[src/rtl/std_mem_d1_fill.sv]
// std_mem_d1_fill: drains a valid/ready stream into addresses 0..len-1 of a
// single-port std_mem_d1, one write at a time, using a go/done handshake.
module std_mem_d1_fill #(
  parameter int unsigned WIDTH    = 32,
  parameter int unsigned SIZE     = 16,
  parameter int unsigned IDX_SIZE = 4
) (
  input  logic                clk,
  input  logic                reset,
  input  logic                go,
  input  logic [IDX_SIZE:0]   len,
  output logic                done,
  input  logic [WIDTH-1:0]    in_data,
  input  logic                in_valid,
  output logic                in_ready,
  output logic [IDX_SIZE-1:0] mem_addr0,
  output logic [WIDTH-1:0]    mem_write_data,
  output logic                mem_write_en,
  input  logic                mem_done
);

  localparam int unsigned LenW = IDX_SIZE + 1;
  localparam logic [LenW-1:0] SizeLen = LenW'(SIZE);

  typedef enum logic [2:0] {
    StIdle,
    StAccept,
    StWrite,
    StWait,
    StDone
  } state_e;

  state_e          state_q, state_d;
  logic [LenW-1:0] len_q, len_d;
  logic [LenW-1:0] idx_q, idx_d;
  logic [WIDTH-1:0] data_q, data_d;
  logic [LenW-1:0] len_clamped;
  logic [LenW-1:0] idx_inc;

  // Requested length is clamped so no address at or beyond SIZE is ever written.
  always_comb begin
    len_clamped = (len > SizeLen) ? SizeLen : len;
    idx_inc     = idx_q + LenW'(1);
  end

  // Next-state and register updates; one element per ACCEPT/WRITE/WAIT round.
  always_comb begin
    state_d = state_q;
    len_d   = len_q;
    idx_d   = idx_q;
    data_d  = data_q;
    unique case (state_q)
      StIdle: begin
        if (go) begin
          len_d   = len_clamped;
          idx_d   = '0;
          state_d = (len_clamped == '0) ? StDone : StAccept;
        end
      end
      StAccept: begin
        if (in_valid) begin
          data_d  = in_data;
          state_d = StWrite;
        end
      end
      StWrite: begin
        state_d = StWait;
      end
      StWait: begin
        if (mem_done) begin
          idx_d   = idx_inc;
          state_d = (idx_inc == len_q) ? StDone : StAccept;
        end
      end
      StDone: begin
        state_d = StIdle;
      end
      default: begin
        state_d = StIdle;
      end
    endcase
  end

  // State and datapath registers with synchronous reset; reset abandons any transfer.
  always_ff @(posedge clk) begin
    if (reset) begin
      state_q <= StIdle;
      len_q   <= '0;
      idx_q   <= '0;
      data_q  <= '0;
    end else begin
      state_q <= state_d;
      len_q   <= len_d;
      idx_q   <= idx_d;
      data_q  <= data_d;
    end
  end

  // Moore outputs: decoded from state, address/data straight from registers.
  always_comb begin
    done           = (state_q == StDone);
    in_ready       = (state_q == StAccept);
    mem_write_en   = (state_q == StWrite);
    mem_addr0      = idx_q[IDX_SIZE-1:0];
    mem_write_data = data_q;
  end

endmodule

[config.mk]
export PLATFORM = sky130hd
export DESIGN_NAME = std_mem_d1_fill
export DESIGN_NICKNAME = d
export VERILOG_FILES = /design/src/rtl/std_mem_d1_fill.sv
export SDC_FILE = /design/constraint.sdc
export NUM_CORES = 1
export LEC_CHECK = 0
export ABC_AREA = 1
export CAP_MARGIN = 20
export CELL_PAD_IN_SITES_DETAIL_PLACEMENT = 1
export CELL_PAD_IN_SITES_GLOBAL_PLACEMENT = 1
export CORE_ASPECT_RATIO = 0.5
export CORE_UTILIZATION = 29
export DETAILED_ROUTE_END_ITERATION = 10
export PLACE_DENSITY_LB_ADDON = 0.1
export RECOVER_POWER = 100
export REMOVE_ABC_BUFFERS = 1
export SLEW_MARGIN = 20
export SYNTH_ARGS = -nofsm -noshare
export SYNTH_HDL_FRONTEND = slang
export SYNTH_SLANG_ARGS = --single-unit
export TNS_END_PERCENT = 5
[constraint.sdc]
create_clock -name clk -period 1.6 [get_ports clk]
set_input_delay 0.24 -clock clk [delete_from_list [all_inputs] [get_ports clk]]
set_output_delay 0.24 -clock clk [all_outputs]
set_load 0.01 [all_outputs]
-- Word level (Yosys, flattened, before mapping)
Index checks and enable logic that the tools add are counted.
- bits of input ports: 42
- register bits after elaboration: 45
- output and inout bits: 39
- word-level logic and storage cells: 31
- reductions and logical operators: 7
- multiplexer cells: 10
- magnitude comparators: 1
- equality and inequality tests: 8
- $add $sub $neg: 1
- operators with widths (cell ; count):
    3-bit 2-to-1 mux ; 5
    5-bit 2-to-1 mux ; 3
    3-bit case mux with 4 select lines ; 1
    5-bit case mux with 2 select lines ; 1
    3-bit by 2-bit equality test with 1-bit output, second input constant ; 2
    2-bit inequality test, second input constant ; 3
    3-bit AND reduction ; 2
    5-bit by 1-bit adder with 5-bit output, second input constant ; 1
    5-bit equality test ; 1
    5-bit greater-than comparator, second input constant ; 1
    5-bit zero test ; 1
    2-bit AND reduction ; 2
    3-bit by 1-bit equality test with 1-bit output, second input constant ; 1
    3-bit equality test, second input constant ; 1
    3-bit zero test ; 1
    2-bit nonzero test ; 1

-- Longest topological paths before layout
- word-level depth: 6
- gate-level depth with buffers: 12
- mapped depth without buffers: 12

-- Least setup slack after synthesis
No wires, ideal clock.
- path type: flip-flop to flip-flop
- from: reg idx_q[0]
- to: reg state_q[0]
- clock period less this slack: 1.429 ns
- arrival: 1.292 ns
- stages on the path, launching flop included: 12
- buffers on the path: 0
- library setup time: 0.137 ns
- path slack: 0.171 ns
- data required time: 1.463 ns
- path through: dfxtp_1 > ha_1 > nand2_1 > nand2_1 > nor2_1 > nand3_1 > nor2_1 > nand2_1 > nand2_1 > nand2_1 > nand2_1 > a21oi_1
- cells in the longest elaborated chain, start to end: 5
- ends and longest elaborated chain (element ; RTL line ; RTL):
    from (decl) ; 35 ; logic [LenW-1:0] idx_q, idx_d;
    from (signal assigned) ; 94 ; idx_q <= idx_d;
    5-bit by 1-bit adder with 5-bit output ; 43 ; idx_inc = idx_q + LenW'(1);
    5-bit equality test ; 72 ; state_d = (idx_inc == len_q) ? StDone : StAccept;
    3-bit 2-to-1 mux ; 72 ;
    3-bit 2-to-1 mux ; 70 ; if (mem_done) begin
    3-bit case mux with 4 select lines ; 52 ; unique case (state_q)
    to (signal assigned) ; 87 ; state_q <= StIdle;
    to (signal assigned) ; 92 ; state_q <= state_d;
    to (decl) ; 33 ; state_e state_q, state_d;
No other way between the ends. The select of a mux whose other input is x is not followed.
A chain may end at the register's enable or synchronous reset.

-- Worst setup path in the final report
- from: reg idx_q[3]
- to: out mem_addr0[3]
- RTL lines (element ; RTL line ; RTL):
    to (decl) ; 16 ; output logic [IDX_SIZE-1:0] mem_addr0,
No word-level cell between the ends.

==> results.json <==
{
  "drt-initial-drc-count": 46,
  "antenna_left": 0,
  "layout_common_cells": "72 x nor2_1, 44 x clkdlybuf4s50_1, 41 x dfxtp_1",
  "cp.required_ns": 1.36,
  "ys_seq_elements": 45,
  "dp_hpwl_mm": 4.14,
  "clk_pin_slew_ns": 0.06,
  "cp_max_fo": 7,
  "hold_start": "len_q[3]",
  "period_share_pct": 96.5,
  "rsz0062_at_grt": "yes",
  "syn_to_final_growth_pct": 56.4,
  "grt_max_degree": 37,
  "hold_end": "len_q[3]",
  "dr.pass1.iters": 4,
  "place_area_sq_um": 2810,
  "cp_num_buf_inv": 1,
  "end_kind": "output pin",
  "grtUsageTotal_pct": 18.0,
  "worstSetupPathType": "register to output pin",
  "antenna_found_initial": 0,
  "leakagePower_nw": 1.25,
  "min_path_type": "register to register",
  "clk_path_buf_depth": 2,
  "h-tree-depth": 2,
  "place_congestion": 0.811,
  "rows": 20,
  "ys_warn_count": 0,
  "synth_top_area_share_pct": 47.5,
  "placedCellCount": 426,
  "rr_worst_depth": 9,
  "design_area_sq_um": 2970,
  "diodes": 0,
  "layout.cells.non_filler": 434,
  "slowest_stage": "clkdlybuf4s50_1",
  "fin_setup_tns_ns": 0,
  "final_common_cell": "nor2_1",
  "max_freq_mhz": 648,
  "cts_num_sinks": 45,
  "worstSetupStartpoint": "idx_q[3]",
  "slew_headroom_pct": 61.8,
  "die_h_microns": 59.2,
  "min_period_ns": 1.54,
  "synth_top_area_cell": "dfxtp_1",
  "vias": 1954,
  "totalWireLength_mm": 5.62,
  "final_max_slew_viol_count": 0,
  "fp.dieW_microns": 116,
  "netlist-cell-type-count": 25,
  "fp.dieArea_sq_um": 6890,
  "syn_inst": 263,
  "slowest_delay_ns": 0.58,
  "ys_top_cells_by_area": "dfxtp_1 47%, nor2_1 15%, o21ai_1 9.0%",
  "r2r_end": "mem_write_data[26]",
  "power_density_nw_per_um2": 1330,
  "reg2reg_slack_ns": 0.11,
  "ir_worst_vdd_v": 0.000762,
  "start_util_pct": 30.7,
  "core-area_sq_um": 6180,
  "numPortBuffers": 80,
  "crit_family": "buffers and inverters",
  "drive_gt1_share_pct": 10.7,
  "nNetsFinal": 388,
  "maxCapViolCount": 0,
  "finish.utilization_pct": 48.0,
  "hold_violations": 0,
  "synth_seq_area_share_pct": 47.5,
  "first_global_vias": 2085,
  "crit_chain": "clkdlybuf4s50_1",
  "cp.arrival_ns": 1.30,
  "syn_area_per_cell_sq_um": 7.21,
  "setup_viol": 0,
  "cp-start-kind": "register",
  "ios": 81,
  "netlist_area_sq_um": 1900,
  "r2r-start": "state_q[0]",
  "drc_errors": 0,
  "status": "complete, no violations",
  "total_power_mw": 3.95,
  "cts-root-buf": "clkbuf_16",
  "numCtsBuffers": 5,
  "grt.overflow.total": 0,
  "worstSkewPairLatency_ns": 0.29,
  "tightest_slew_ns": 0.572,
  "cts_tree": "built",
  "holdPathStages": 2,
  "worst_clock_skew_ns": 0.00696,
  "via_per_inst": 4.50,
  "grt_pass1_wl_mm": 9.36,
  "wire_per_inst_microns": 12.9
}
[report_power, final]
group / switching (mW) / internal (mW) / total (mW)
clock network: 0.454 / 0.630 / 1.08
registers: 0.149 / 1.36 / 1.50
logic: 0.720 / 0.639 / 1.36
total: 1.32 / 2.62 / 3.95
[layout make-up]
class	instances	area (sq um)
tap	88	110
sequential	45	908
multi-input combinational	181	836
fill	781	3210
clock buffer	6	139
timing repair buffer	90	873
inverter	22	82.6
clock inverter	2	17.5
[flip-flops by register name, indices dropped and copies added, names as in the netlist]
signal / cells
state_q: 3
len_q: 5
idx_q: 5
mem_write_data: 32
[through the flow]
| step | hold slack, ns | worst slack, ns |
|---|---|---|
| 5_1_grt | 0.507 | -0.0222 |
| 3_5_place_dp | 0.467 | 0.0253 |
| 2_1_floorplan | 0.302 | -0.269 |
| 4_1_cts | 0.480 | 0.0249 |
| 3_3_place_gp | 0.463 | 0.0567 |
| 6_report | 0.471 | 0.0568 |
[kinds of logic after synthesis]
family	Yosys count	synth area share, %
DFF	45	47.5
and+or+nand+nor	128	28.1
AOI/OAI and AO/OA	52	14.8
buffers and inverters	37	8.97
adders and majority gates	1	0.660
[metal layers]
| layer | wire (microns) | up-vias | global-route usage [%] |
|---|---|---|---|
| met1 | 2440 | 905 | 19.3 |
| met3 | 423 | 7 | 7.98 |
| met2 | 2700 | 42 | 32.8 |
| met4 | 53 | 0 | 4.95 |
| li1 | - | 1000 | - |
| met5 | 0 | - | 0 |
[Yosys cell counts]
cell type and number:
nor2_1 74, dfxtp_1 45, ha_1 1, o21a_1 1, a22oi_1 3, nor3_4 1
nor3_2 1, nand4_1 3, inv_2 8, inv_1 14, nand3b_1 1, a21oi_2 2
clkbuf_1 4, o21ai_1 34, nor4_1 1, a211oi_1 1, o21ai_0 2, nor2_2 1
nor3_1 2, nand2_2 2, buf_2 4, a21oi_1 9, nand2_1 34, buf_4 7
nand3_1 8
[worst max path at each step]
stage | slack [ns] | depth (start not counted) | end
floorplan | -0.27 | 7 | mem_write_data[0]
global placement | 0.06 | 7 | state_q[0]
detailed placement | 0.03 | 7 | state_q[0]
CTS | 0.02 | 2 | mem_addr0[0]
global route | -0.02 | 12 | state_q[0]
finish | 0.06 | 1 | mem_addr0[3]
[worst min-delay path: cells and delay by family, from the launching register on]
kind	cells	cell delay (ns)
flops	1	0.31
simple gates	1	0.06
compound gates	1	0.06
[repair_timing]
item / in CTS / in global routing
cloned: 0 / 0
hold buffers: 0 / 0
setup buffers: 0 / 0
setup endpoints to repair: 4 / 3
gates resized for setup: 10 / 4
endpoints found under the hold margin: 0 / 0
Power figures use the tool's default switching activity.
